### src/rtl/dmem_arbiter_pkg.sv
// Shared types and helpers for the two-port data-memory arbiter.
// The address check is kept here so other blocks can reuse it.
package dmem_arbiter_pkg;

  localparam int DATA_W    = 32;
  localparam int ADDR_W    = 32;
  localparam int MEM_BYTES = 64;

  localparam logic PORT_CPU = 1'b0;
  localparam logic PORT_DBG = 1'b1;

  typedef enum logic [1:0] {
    IDLE   = 2'd0,
    ACCESS = 2'd1,
    RESP   = 2'd2
  } state_t;

  // Word accesses must be 4-byte aligned and start no later than the last word.
  function automatic logic addr_err(input logic [ADDR_W-1:0] addr);
    return (addr[1:0] != 2'b00) || (addr > ADDR_W'(MEM_BYTES - 4));
  endfunction

endpackage

### src/rtl/dmem_arbiter_if.sv
// Bundle of both requester ports and the memory-side bus.
// "slave" is the arbiter's view; "master" is the requester/memory side.
interface dmem_arbiter_if;
  import dmem_arbiter_pkg::*;

  logic              p0_req;
  logic              p0_we;
  logic [ADDR_W-1:0] p0_addr;
  logic [DATA_W-1:0] p0_wdata;
  logic              p0_ack;
  logic [DATA_W-1:0] p0_rdata;
  logic              p0_err;

  logic              p1_req;
  logic              p1_we;
  logic [ADDR_W-1:0] p1_addr;
  logic [DATA_W-1:0] p1_wdata;
  logic              p1_ack;
  logic [DATA_W-1:0] p1_rdata;
  logic              p1_err;

  logic [ADDR_W-1:0] mem_addr;
  logic [DATA_W-1:0] mem_wdata;
  logic              mem_write;
  logic              mem_read;
  logic [DATA_W-1:0] mem_rdata;
  logic              busy;

  modport slave (
    input  p0_req, p0_we, p0_addr, p0_wdata,
    output p0_ack, p0_rdata, p0_err,
    input  p1_req, p1_we, p1_addr, p1_wdata,
    output p1_ack, p1_rdata, p1_err,
    output mem_addr, mem_wdata, mem_write, mem_read,
    input  mem_rdata,
    output busy
  );

  modport master (
    output p0_req, p0_we, p0_addr, p0_wdata,
    input  p0_ack, p0_rdata, p0_err,
    output p1_req, p1_we, p1_addr, p1_wdata,
    input  p1_ack, p1_rdata, p1_err,
    input  mem_addr, mem_wdata, mem_write, mem_read,
    output mem_rdata,
    input  busy
  );

endinterface

### src/rtl/dmem_arbiter_rr_arbiter2.sv
// Two-way round-robin grant; the loser of the last conflict wins the next one.
module rr_arbiter2
  import dmem_arbiter_pkg::*;
(
  input  logic       i_clk,
  input  logic       i_rst,
  input  logic [1:0] i_req,
  input  logic       i_update,
  output logic       o_grant,
  output logic       o_valid
);

  logic r_last;

  // Starting at PORT_DBG lets the CPU port win the first conflict after reset.
  always_ff @(posedge i_clk) begin
    if (i_rst) begin
      r_last <= PORT_DBG;
    end else if (i_update && o_valid) begin
      r_last <= o_grant;
    end
  end

  always_comb begin
    o_valid = |i_req;
    if (&i_req) begin
      o_grant = ~r_last;
    end else begin
      o_grant = i_req[1] & ~i_req[0];
    end
  end

endmodule

### src/rtl/dmem_arbiter.sv
// Two-port arbiter for the 64-byte data memory: IDLE -> ACCESS -> RESP,
// one strobe cycle per access, errored accesses never reach the memory.
module dmem_arbiter
  import dmem_arbiter_pkg::*;
(
  input  logic         i_clk,
  input  logic         i_rst,
  dmem_arbiter_if.slave bus
);

  state_t            r_state;
  state_t            w_next;
  logic              w_gnt;
  logic              w_gnt_valid;
  logic              w_grant_now;
  logic              w_err;

  logic              r_port;
  logic              r_we;
  logic [ADDR_W-1:0] r_addr;
  logic [DATA_W-1:0] r_wdata;
  logic [DATA_W-1:0] r_p0_rdata;
  logic [DATA_W-1:0] r_p1_rdata;
  logic              r_p0_err;
  logic              r_p1_err;

  assign w_grant_now = (r_state == IDLE) && w_gnt_valid;
  assign w_err       = addr_err(r_addr);

  rr_arbiter2 u_rr (
    .i_clk    (i_clk),
    .i_rst    (i_rst),
    .i_req    ({bus.p1_req, bus.p0_req}),
    .i_update (w_grant_now),
    .o_grant  (w_gnt),
    .o_valid  (w_gnt_valid)
  );

  always_ff @(posedge i_clk) begin
    if (i_rst) r_state <= IDLE;
    else       r_state <= w_next;
  end

  always_comb begin
    w_next = r_state;
    case (r_state)
      IDLE:    if (w_gnt_valid) w_next = ACCESS;
      ACCESS:  w_next = RESP;
      RESP:    w_next = IDLE;
      default: w_next = IDLE;
    endcase
  end

  always_comb begin
    bus.mem_addr  = '0;
    bus.mem_wdata = '0;
    bus.mem_write = 1'b0;
    bus.mem_read  = 1'b0;
    bus.p0_ack    = 1'b0;
    bus.p1_ack    = 1'b0;
    if (r_state == ACCESS && !w_err) begin
      bus.mem_addr  = r_addr;
      bus.mem_wdata = r_wdata;
      bus.mem_write = r_we;
      bus.mem_read  = ~r_we;
    end
    if (r_state == RESP) begin
      bus.p0_ack = (r_port == PORT_CPU);
      bus.p1_ack = (r_port == PORT_DBG);
    end
  end

  // Per-port result registers update at the end of ACCESS so they are valid with ack.
  always_ff @(posedge i_clk) begin
    if (i_rst) begin
      r_port     <= PORT_CPU;
      r_we       <= 1'b0;
      r_addr     <= '0;
      r_wdata    <= '0;
      r_p0_rdata <= '0;
      r_p1_rdata <= '0;
      r_p0_err   <= 1'b0;
      r_p1_err   <= 1'b0;
    end else begin
      if (w_grant_now) begin
        r_port  <= w_gnt;
        r_we    <= w_gnt ? bus.p1_we    : bus.p0_we;
        r_addr  <= w_gnt ? bus.p1_addr  : bus.p0_addr;
        r_wdata <= w_gnt ? bus.p1_wdata : bus.p0_wdata;
      end
      if (r_state == ACCESS) begin
        if (r_port == PORT_CPU) begin
          r_p0_err <= w_err;
          if (!w_err && !r_we) r_p0_rdata <= bus.mem_rdata;
        end else begin
          r_p1_err <= w_err;
          if (!w_err && !r_we) r_p1_rdata <= bus.mem_rdata;
        end
      end
    end
  end

  assign bus.p0_rdata = r_p0_rdata;
  assign bus.p1_rdata = r_p1_rdata;
  assign bus.p0_err   = r_p0_err;
  assign bus.p1_err   = r_p1_err;
  assign bus.busy     = (r_state != IDLE);

endmodule

### src/flat_wrapper.sv
// flat-port wrapper written by rule: the top's interface ports become plain ports
module dmem_arbiter_flat import dmem_arbiter_pkg::*;
  (i_clk, i_rst, bus_p0_req, bus_p0_we, bus_p0_addr, bus_p0_wdata, bus_p0_ack, bus_p0_rdata, bus_p0_err, bus_p1_req, bus_p1_we, bus_p1_addr, bus_p1_wdata, bus_p1_ack, bus_p1_rdata, bus_p1_err, bus_mem_addr, bus_mem_wdata, bus_mem_write, bus_mem_read, bus_mem_rdata, bus_busy);
  dmem_arbiter_if bus_i ();
  input  logic i_clk;
  input  logic i_rst;
  input wire logic [$bits(bus_i.p0_req)-1:0] bus_p0_req;
  input wire logic [$bits(bus_i.p0_we)-1:0] bus_p0_we;
  input wire logic [$bits(bus_i.p0_addr)-1:0] bus_p0_addr;
  input wire logic [$bits(bus_i.p0_wdata)-1:0] bus_p0_wdata;
  output wire logic [$bits(bus_i.p0_ack)-1:0] bus_p0_ack;
  output wire logic [$bits(bus_i.p0_rdata)-1:0] bus_p0_rdata;
  output wire logic [$bits(bus_i.p0_err)-1:0] bus_p0_err;
  input wire logic [$bits(bus_i.p1_req)-1:0] bus_p1_req;
  input wire logic [$bits(bus_i.p1_we)-1:0] bus_p1_we;
  input wire logic [$bits(bus_i.p1_addr)-1:0] bus_p1_addr;
  input wire logic [$bits(bus_i.p1_wdata)-1:0] bus_p1_wdata;
  output wire logic [$bits(bus_i.p1_ack)-1:0] bus_p1_ack;
  output wire logic [$bits(bus_i.p1_rdata)-1:0] bus_p1_rdata;
  output wire logic [$bits(bus_i.p1_err)-1:0] bus_p1_err;
  output wire logic [$bits(bus_i.mem_addr)-1:0] bus_mem_addr;
  output wire logic [$bits(bus_i.mem_wdata)-1:0] bus_mem_wdata;
  output wire logic [$bits(bus_i.mem_write)-1:0] bus_mem_write;
  output wire logic [$bits(bus_i.mem_read)-1:0] bus_mem_read;
  input wire logic [$bits(bus_i.mem_rdata)-1:0] bus_mem_rdata;
  output wire logic [$bits(bus_i.busy)-1:0] bus_busy;
  assign bus_i.p0_req = bus_p0_req;
  assign bus_i.p0_we = bus_p0_we;
  assign bus_i.p0_addr = bus_p0_addr;
  assign bus_i.p0_wdata = bus_p0_wdata;
  assign bus_p0_ack = bus_i.p0_ack;
  assign bus_p0_rdata = bus_i.p0_rdata;
  assign bus_p0_err = bus_i.p0_err;
  assign bus_i.p1_req = bus_p1_req;
  assign bus_i.p1_we = bus_p1_we;
  assign bus_i.p1_addr = bus_p1_addr;
  assign bus_i.p1_wdata = bus_p1_wdata;
  assign bus_p1_ack = bus_i.p1_ack;
  assign bus_p1_rdata = bus_i.p1_rdata;
  assign bus_p1_err = bus_i.p1_err;
  assign bus_mem_addr = bus_i.mem_addr;
  assign bus_mem_wdata = bus_i.mem_wdata;
  assign bus_mem_write = bus_i.mem_write;
  assign bus_mem_read = bus_i.mem_read;
  assign bus_i.mem_rdata = bus_mem_rdata;
  assign bus_busy = bus_i.busy;
  dmem_arbiter u_core (.i_clk(i_clk), .i_rst(i_rst), .bus(bus_i));
endmodule
### config.mk
export PLATFORM = sky130hd
export DESIGN_NAME = dmem_arbiter_flat
export DESIGN_NICKNAME = d
export VERILOG_FILES = /design/src/rtl/dmem_arbiter_pkg.sv /design/src/rtl/dmem_arbiter_if.sv /design/src/rtl/dmem_arbiter_rr_arbiter2.sv /design/src/rtl/dmem_arbiter.sv /design/src/flat_wrapper.sv
export SDC_FILE = /design/constraint.sdc
export NUM_CORES = 1
export LEC_CHECK = 0
export ABC_AREA = 1
export CAP_MARGIN = 20
export CORE_MARGIN = 8
export CORE_UTILIZATION = 44
export DETAILED_ROUTE_END_ITERATION = 8
export PLACE_DENSITY_LB_ADDON = 0.1
export SYNTH_ARGS = -nofsm -noshare
export SYNTH_HDL_FRONTEND = slang
export SYNTH_SLANG_ARGS = --single-unit
### constraint.sdc
create_clock -name i_clk -period 3.32 [get_ports i_clk]
set_input_delay 0.664 -clock i_clk [delete_from_list [all_inputs] [get_ports i_clk]]
set_output_delay 0.664 -clock i_clk [all_outputs]
set_load 0.005 [all_outputs]
==> impl_metrics.ini <==
[detailed_routing]
wire_per_inst_um = 14.0
viasPerCell = 4.55
vias = 6215
ant_nets = 0
initialDrtViolationCount = 315
drt_wl_total_um = 19200
firstDrtPassIters = 5
route.detailed.drc = 0

[critical_path]
startpoint = u_core.r_state[0]
cp-start-kind = flip-flop
required_ps = 2660
rr_startpoint = u_core.r_state[0]
rrSetupSlack_ps = 1310
crit_path_end_kind = output port
cp_max_fo = 16
crit_type = flip-flop to output port
worstRegToRegCells = 7
worstReg2RegEnd = u_core.bus.p0_rdata[2]
cp.arrival_ps = 2300
cp-endpoint = bus_mem_wdata[10]

[floorplan]
die_x_um = 134
rows = 43
die_area_mm2 = 0.0181
start_util = 0.448
pin_count = 301
die_height_um = 134
core-area_mm2 = 0.0138

[grt]
antenna_found_initial = 0
grt_pass1_vias = 5741
grt_pass1_wl_um = 29600
overflow = 0
track_usage = 0.207
grt_max_degree = 70

[cts]
cts_hold_buf = 0
clk_latency_ps = 410
clock-root-buffer = clkbuf_16
clockBufferDepth = 2
clk_pin_slew_worst_paths_ps = 50
htree_levels = 4
cts_resized = 0
clkSinkCount = 135
cts_made_buffers = 17
cts_tree = yes
post_cts_buffers = 0

[final_layout]
multi_input_area_mm2 = 0.00268
drive_above_1_share = 0.0354
fillers = 1266
diodes = 0
nets = 1341
postLayoutCellArea_mm2 = 0.00937
final_util = 0.680
instances_no_fill = 1365
seqCellArea_mm2 = 0.00270
area_growth_pct = 51.7

[run_status]
outcome = complete, no violations

[placement]
dpl.cell_count = 1336
io_buffers = 272
placed_area_mm2 = 0.00886
gp_congestion = 0.810
dp.final_hpwl_um = 14000

[synthesis]
synth.distinct_cells = 19
seq_area_frac_synth = 0.438
syn-mean-instance-area_um2 = 6.61
yosys_warnings = 0
ys_ff_latch = 135
synth_cells = 934
netlist_area_mm2 = 0.00618

[power_and_ir_drop]
ir_drop_mv = 0.337
power_density_mw_per_mm2 = 424
p_leak_nw = 4.17

[timing]
fin_crit_sh = 0.893
drv_slew = 0
fin_tns_setup_ps = 0
final_hold_viol_count = 0
rsz0062_at_grt = false
timing.fmax_ghz = 0.337
relSlewSlack = 0.518
timing.final.crit_period_ps = 2960
skew_ps = 5.73
setup_viol = 0
worst_pin_slew_ps = 722

[job]
maxCapViolations = 0

[hold_path]
hp-class = flip-flop to flip-flop
## worst max-delay path: stages (launching register included)
cell             delay [ps]
dfxtp_1                 360
nand2_1                 110
nor2_1                  150
nand2_1                 100
nor2_4                  210
inv_1                    80
buf_4                   200
nor2_1                  130
clkdlybuf4s50_1         540
## state kept, by name, summed over array words and instances, names as in the netlist
name	count
u_core.r_state	2
u_core.bus.p1_err	1
u_core.bus.p1_rdata	32
u_core.r_addr	32
u_core.bus.p0_err	1
u_core.r_we	1
u_core.bus.p0_rdata	32
u_core.r_port	1
u_core.r_wdata	32
u_core.u_rr.r_last	1
## per-stage QoR
stage,worst slack [ps],total power [mW],hold WS [ps]
floorplan,1350,2.10,429
global placement,799,2.37,452
detailed placement,767,2.37,454
CTS,303,4.01,473
global route,99.9,4.16,504
finish,357,3.98,478
## worst min-delay path by stage
stage | cells after the start | start | slack, ps | to
CTS | 2 | u_core.u_rr.r_last | 470 | u_core.u_rr.r_last
global route | 2 | u_core.u_rr.r_last | 500 | u_core.u_rr.r_last
floorplan | 2 | u_core.u_rr.r_last | 430 | u_core.u_rr.r_last
detailed placement | 2 | u_core.u_rr.r_last | 450 | u_core.u_rr.r_last
finish | 2 | u_core.u_rr.r_last | 480 | u_core.u_rr.r_last
global placement | 2 | u_core.u_rr.r_last | 450 | u_core.u_rr.r_last
## logic make-up after synthesis
family | synth area share
flops | 0.438
simple gates | 0.294
other cells | 0.000607
compound gates | 0.123
buf+inv | 0.146
## cell type report
class | instances | share of cell area
tap | 180 | 0.0240
multi-input combinational | 633 | 0.286
clock inverter | 5 | 0.00267
timing repair buffer | 281 | 0.305
inverter | 107 | 0.0430
sequential | 135 | 0.288
clock buffer | 24 | 0.0514
## placed cells by master (no fill, tap or decap), types with 5 or more instances in the layout
cell type and n:
a31oi_1 65, buf_12 5, clkbuf_16 17, clkdlybuf4s50_1 272, clkinv_2 6, conb_1 28, dfxtp_1 135, inv_1 104
nand2_1 272, nor2_1 189, o21ai_0 57, o21ai_1 10
## synthesized netlist by cell type
cell | number | share of area
a21oi_1 | 3 | 0.0024
nor2_1 | 189 | 0.11
clkbuf_1 | 32 | 0.019
o21ai_0 | 57 | 0.046
nand2_1 | 273 | 0.17
inv_2 | 1 | 0.00061
o21ai_1 | 10 | 0.0081
nor2_4 | 2 | 0.0036
nand3_1 | 1 | 0.00081
buf_2 | 20 | 0.016
inv_1 | 106 | 0.064
dfxtp_1 | 135 | 0.44
nand3_4 | 2 | 0.0057
buf_6 | 6 | 0.011
a31oi_1 | 65 | 0.066
buf_4 | 28 | 0.034
nor3_1 | 2 | 0.0016
or2_1 | 1 | 0.0010
conb_1 | 1 | 0.00061
## power breakdown
part | switching (mW) | total, mW | leakage [nW] | internal, mW
registers | 0.0513 | 1.77 | 1.10 | 1.72
logic | 0.271 | 0.564 | 2.81 | 0.293
clock network | 0.645 | 1.64 | 0.255 | 0.993
## metal layers
layer	share of wire	GRT usage	vias up
li1	-	-	3293
met1	0.40	0.231	2689
met2	0.48	0.343	209
met3	0.098	0.0880	24
met4	0.016	0.0755	0
met5	0	0	-
(Power assumes the default switching activity.)
